===== src/rtl/carregador_cromossomo.sv =====
// Byte-stream loader for the 330-bit chromosome: bytes are packed LSB-first into a
// shadow register and committed to `cromossomo` in a single cycle once the frame is complete.
module carregador_cromossomo #(
  parameter int CHROM_WIDTH    = 330,
  parameter int BYTE_COUNT     = 42,
  parameter int TIMEOUT_CYCLES = 1000000
) (
  input  logic                   clk,
  input  logic                   rst,
  input  logic                   frame_start,
  input  logic [7:0]             byte_in,
  input  logic                   byte_valid,
  output logic                   byte_ready,
  output logic [CHROM_WIDTH-1:0] cromossomo,
  output logic                   chrom_valid,
  output logic                   commit_pulse,
  output logic                   frame_abort,
  output logic                   busy
);

  // Handshake: a byte transfers on a rising edge where byte_valid && byte_ready;
  // byte_ready is high only in LOAD and drops whenever frame_start is asserted.

  localparam int TW = (TIMEOUT_CYCLES > 2) ? $clog2(TIMEOUT_CYCLES) : 1;
  localparam logic [5:0]    LAST_BYTE = 6'(BYTE_COUNT - 1);
  localparam logic [TW-1:0] TIMER_MAX = TW'(TIMEOUT_CYCLES - 1);

  typedef enum logic [1:0] {
    IDLE   = 2'd0,
    LOAD   = 2'd1,
    COMMIT = 2'd2
  } state_t;

  state_t                 state, state_next;
  logic [5:0]             count, count_next;
  logic [TW-1:0]          timer, timer_next;
  logic [CHROM_WIDTH-1:0] shadow, shadow_next;
  logic                   abort;
  logic                   accept;

  always_comb begin
    state_next  = state;
    count_next  = count;
    timer_next  = timer;
    shadow_next = shadow;
    abort       = 1'b0;
    accept      = 1'b0;
    byte_ready  = 1'b0;
    case (state)
      IDLE: begin
        if (frame_start) begin
          state_next  = LOAD;
          count_next  = '0;
          timer_next  = '0;
          shadow_next = '0;
        end
      end
      LOAD: begin
        byte_ready = !frame_start;
        accept     = byte_valid && !frame_start;
        if (frame_start) begin
          count_next  = '0;
          timer_next  = '0;
          shadow_next = '0;
          abort       = 1'b1;
        end else if (accept) begin
          // Shadow is cleared at frame start, so OR-ing each byte into place is enough;
          // bits shifted past CHROM_WIDTH fall off the top.
          shadow_next = shadow | (CHROM_WIDTH'(byte_in) << {count, 3'b000});
          timer_next  = '0;
          if (count == LAST_BYTE) begin
            state_next = COMMIT;
            count_next = '0;
          end else begin
            count_next = count + 6'd1;
          end
        end else if (timer == TIMER_MAX) begin
          state_next = IDLE;
          abort      = 1'b1;
        end else begin
          timer_next = timer + 1'b1;
        end
      end
      COMMIT: begin
        state_next = IDLE;
      end
      default: begin
        state_next = IDLE;
      end
    endcase
  end

  always_ff @(posedge clk or posedge rst) begin
    if (rst) begin
      state        <= IDLE;
      count        <= '0;
      timer        <= '0;
      shadow       <= '0;
      cromossomo   <= '0;
      chrom_valid  <= 1'b0;
      commit_pulse <= 1'b0;
      frame_abort  <= 1'b0;
      busy         <= 1'b0;
    end else begin
      state        <= state_next;
      count        <= count_next;
      timer        <= timer_next;
      shadow       <= shadow_next;
      busy         <= (state_next != IDLE);
      frame_abort  <= abort;
      commit_pulse <= (state == COMMIT);
      if (state == COMMIT) begin
        cromossomo  <= shadow;
        chrom_valid <= 1'b1;
      end
    end
  end

endmodule


===== config.mk =====
export PLATFORM = sky130hd
export DESIGN_NAME = carregador_cromossomo
export DESIGN_NICKNAME = d
export VERILOG_FILES = /design/src/rtl/carregador_cromossomo.sv
export SDC_FILE = /design/constraint.sdc
export NUM_CORES = 2
export LEC_CHECK = 0
export CAP_MARGIN = 20
export CELL_PAD_IN_SITES_DETAIL_PLACEMENT = 0
export CELL_PAD_IN_SITES_GLOBAL_PLACEMENT = 1
export CORE_ASPECT_RATIO = 1.1
export CORE_MARGIN = 2
export CORE_UTILIZATION = 44
export CTS_CLUSTER_DIAMETER = 150
export DETAILED_ROUTE_END_ITERATION = 12
export HOLD_SLACK_MARGIN = 0.02
export PLACE_DENSITY = 0.88
export SETUP_SLACK_MARGIN = 0.02
export SYNTH_ARGS = -nofsm -noshare
export SYNTH_HDL_FRONTEND = slang
export SYNTH_SLANG_ARGS = --single-unit
export TNS_END_PERCENT = 1

===== constraint.sdc =====
create_clock -name clk -period 30.3 [get_ports clk]
set_input_delay 6.06 -clock clk [delete_from_list [all_inputs] [get_ports clk]]
set_output_delay 6.06 -clock clk [all_outputs]
set_load 0.02 [all_outputs]

Word-level counts from Yosys, hierarchy flattened:

Cells that the tools add are included.

* $add $sub $neg: 2
* equal/unequal tests: 7
* shift-type cells: 1
* muxes and demuxes: 25
* bitwise logic cells: 1
* reductions and logical operators: 7

Operators by type and width (count)
* 330-bit two-way mux: 3
* 330-bit one-hot mux with 2 select lines: 1
* 330-bit OR: 1
* 8-bit by 9-bit << shifter with 330-bit output: 1
* 20-bit two-way mux: 4
* 20-bit one-hot mux with 2 select lines: 1
* 6-bit two-way mux: 4
* 20-bit by 1-bit adder with 20-bit output, second input constant: 1
* 20-bit == test, second input constant: 1
* 6-bit one-hot mux with 2 select lines: 1
* 2-bit two-way mux: 5
* 6-bit by 1-bit adder with 6-bit output, second input constant: 1
* 6-bit == test, second input constant: 1
* 3-bit AND reduction: 2
* 1-bit two-way mux: 5
* 4-bit inequality test, second input constant: 1
* 2-bit one-hot mux with 2 select lines: 1
* 2-bit nonzero test: 2
* 3-bit inequality test, second input constant: 1
* 2-bit by 1-bit == test with 1-bit output, second input constant: 1
* 2-bit == test, second input constant: 1
* 2-bit logical NOT: 1
* 2-bit inequality test, second input constant: 1
* 1-bit logical AND: 1
* 1-bit logical NOT: 1

* flip-flop bits (word level): 692
* bits of input ports: 12
* output and inout bits: 335
* word-level logic and storage cells: 52

Longest topological paths before layout:

* word-level depth: 6
* gate-level depth with buffers: 7

Worst setup path after synthesis:

OpenSTA, ideal clock, no wires.

* path type: input port to output port
* from: in frame_start
* to: out byte_ready
* data arrival time: 6.715 ns
* slack: 17.525 ns
* cell stages on the path: 3
* buffers on the path: 1
* cell sequence: or3b_1 > buf_2 > inv_1

* word-level cells in the longest chain between the ends: 2

RTL lines
* from (decl): line 10 `input logic frame_start,`
* 1-bit logical NOT: line 59 `byte_ready = !frame_start;`
* 1-bit two-way mux: line 49 `case (state)`
* to (decl): line 13 `output logic byte_ready,`

Every way passes these cells.

Worst setup path in the final report:

Ends and elaborated chain as after synthesis.

==> run metrics <==
status=finished, final reports clean; Setup crit start kind=input port; # Post-CTS Setup Buffers=0; Comb power frac=0.039; cell count after synthesis=about 2100; vias in the first global route=about 18000; critical path, cell by cell=clkdlybuf4s50_1, or3b_1, inv_1, clkdlybuf4s50_1; largest net degree at the start of global routing=between 150 and 200; std cell rows=93; Crit. End Element=primary output; min-delay worst type=flop to flop; power per cell area=just under 60 nW/um2; power share of the sequential group=0.487; Internal=roughly 1.5 mW; starting density of the core=0.447; GP Congestion=0.794; CTS root buf=clkbuf_16; die width=about 240 um; first-pass GRT wire length=around 110000 um; die area=around 62000 um2; Design Area, Final=about 33000 um2; Tcrit/Tclk final=0.458; CTS tree=yes; Synth Register Bits=slightly below 700; total clock buffers created by CTS=72; CTS sink cnt=roughly 690; count of cell types in the netlist=48; fraction of layout cells with a size suffix above 1=0.205; critical path peak fanout=9; most frequent cells in the layout=692 x dfrtp_1, 402 x nor2_1, 346 x clkdlybuf4s50_1; GRT overflow=0; drt initial violations=1378; Least-Margin Pin Slew=between 1000 and 1500 ps; unrepaired setup endpoints after global routing=false; Max Clock Freq=between 70 and 80 MHz; dpl cell area=roughly 30000 um2; CP peak stage delay=610 ps; clock insertion delay at the later pin of the skew report=~600 ps; Switch Pwr=0.431 mW; htree depth=3; max cap viols=0; Post-Route WL=about 72000 um; hold_sp=shadow[262]; Async SR Flop Fraction=1.00; fin. max-slew vios=0; Clock Skews=18.9 ps; r2r startpoint=state[1]; Final Hold Fails=0; core area=58800 um2; Area Growth Syn to Fin=25.3%; Sw Ratio=0.226; synth warn=0; port bufs=between 300 and 400; Syn Nets=2124; antenna cells=0; DR pass1 iterations=5; clock slew at reported path FFs=60 ps; Post-CTS Resized=0; initial antenna violation count=2; DR vias/cell=5.51; IO Pins=347; Setup crit start=frame_start; Detail Route Antenna Nets=0; clock share of power=0.474; setup tns final=0 ps; worst path arrival time=around 7800 ps; WP data required=~24000 ps; cell repeated most along the worst path=clkdlybuf4s50_1; sequential area share after synthesis=0.660; EDFF count, synth=0; Synth Flop Type=dfrtp_1; final net count=about 2400; post-DP HPWL=roughly 46000 um; Setup CP Type=input port to primary output; Die Y=between 200 and 300 um; clock buffer depth=3; mean post-synth cell area=about 12 um2; Setup-failing EPs final=0; DR vias=17800; leakage=~15 nW; Buf/Inv on CP=3; Slew HR=0.138; DRC Markers=0; GRT Overall Usage=0.232; hold buffer count at cts=0; Power, Total=about 1.9 mW; Peak supply drop=36.4 uV; critical path's slowest cell=clkdlybuf4s50_1; most common cell after layout, fill and taps aside=dfrtp_1; DR WL/cell=22.1 um; post-layout util=0.560; Cell Area, Synth=between 20000 and 30000 um2; crit path time final=13880 ps; delay-heaviest family, CP=buffers and inverters
-- worst paths after layout --
| kind | end | slack, ps | cells past startpoint |
|---|---|---|---|
| setup / recovery | byte_ready | 16420 | 4 |
| hold / removal | shadow[262] | 490 | 2 |
| setup reg to reg | shadow[323] | 26810 | 5 |
| hold reg to reg | shadow[262] | 490 | 2 |
| max in group asynchronous | cromossomo[283] | 22020 | 4 |
| min in group asynchronous | cromossomo[116] | 5960 | 2 |
-- per-layer routing --
layer  share of wire  GRT usage
met5               0          0
met4           0.025     0.0761
met3           0.063     0.0489
met2            0.49      0.387
met1            0.42      0.304
-- flip-flops by register name, indices dropped and copies added, names as in the netlist --
signal        cells
busy              1
frame_abort       1
timer            20
shadow          330
commit_pulse      1
count             6
chrom_valid       1
cromossomo      330
state             2
-- layout make-up --
cell class                 count  area (um2)
fill                        4750       25900
timing repair buffer         377        3780
sequential                   692       17300
clock buffer                  96        2040
inverter                       8        37.5
multi-input combinational   1269        8380
clock inverter                34         407
tap                          760         951
-- worst reg2reg max path, delay by kind of cell (launching register included) --
| family | cells | cell delay, ps |
|---|---|---|
| AND/OR/NAND/NOR | 2 | 880 |
| buffers and inverters | 3 | 2090 |
| flip-flops | 1 | 360 |
-- power by group through the flow --
| stage | Sequential [mW] | Combinational [mW] | Clock, mW |
|---|---|---|---|
| CTS | 0.932 | 0.0748 | 0.924 |
| detailed placement | 0.948 | 0.0745 | 0 |
| global route | 0.932 | 0.0822 | 0.959 |
| floorplan | 0.948 | 0.0471 | 0 |
| finish | 0.932 | 0.0742 | 0.906 |
| global placement | 0.948 | 0.0723 | 0 |
-- logic make-up after synthesis --
group / after synthesis / synth area share
fa+ha+maj: 3 / 0.00143
compound gates: 374 / 0.0750
buf+inv: 148 / 0.0233
flops: 692 / 0.660
mux: 340 / 0.145
simple gates: 552 / 0.0953
-- Yosys cell counts, drive strengths merged, types with 9 or more instances --
master  count  area [um2]
nand2      19        71.3
and2       17         106
a31oi      36         225
mux2      332        3740
dfrtp     692       17300
clkbuf     92         345
nand3      15        75.1
o21ai      11        55.1
a21oi     311        1560
buf        48         236
or3b        9        78.8
nor4        9        98.8
nor2      404        1520
nand2b     12        75.1
nand3b     17         128
and3       16         100
-- per-stage QoR --
stage | hold WS (ps) | cells | worst slack (ps)
after floorplan | 457 | 2109 | 4840
after global placement | 454 | 3103 | 16390
after detailed placement | 472 | 3104 | 16420
after CTS | 485 | 3234 | 16420
after global routing | 493 | 3236 | 16350
final | 485 | 3236 | 16420
No activity file was read; power rests on OpenSTA's default activity.
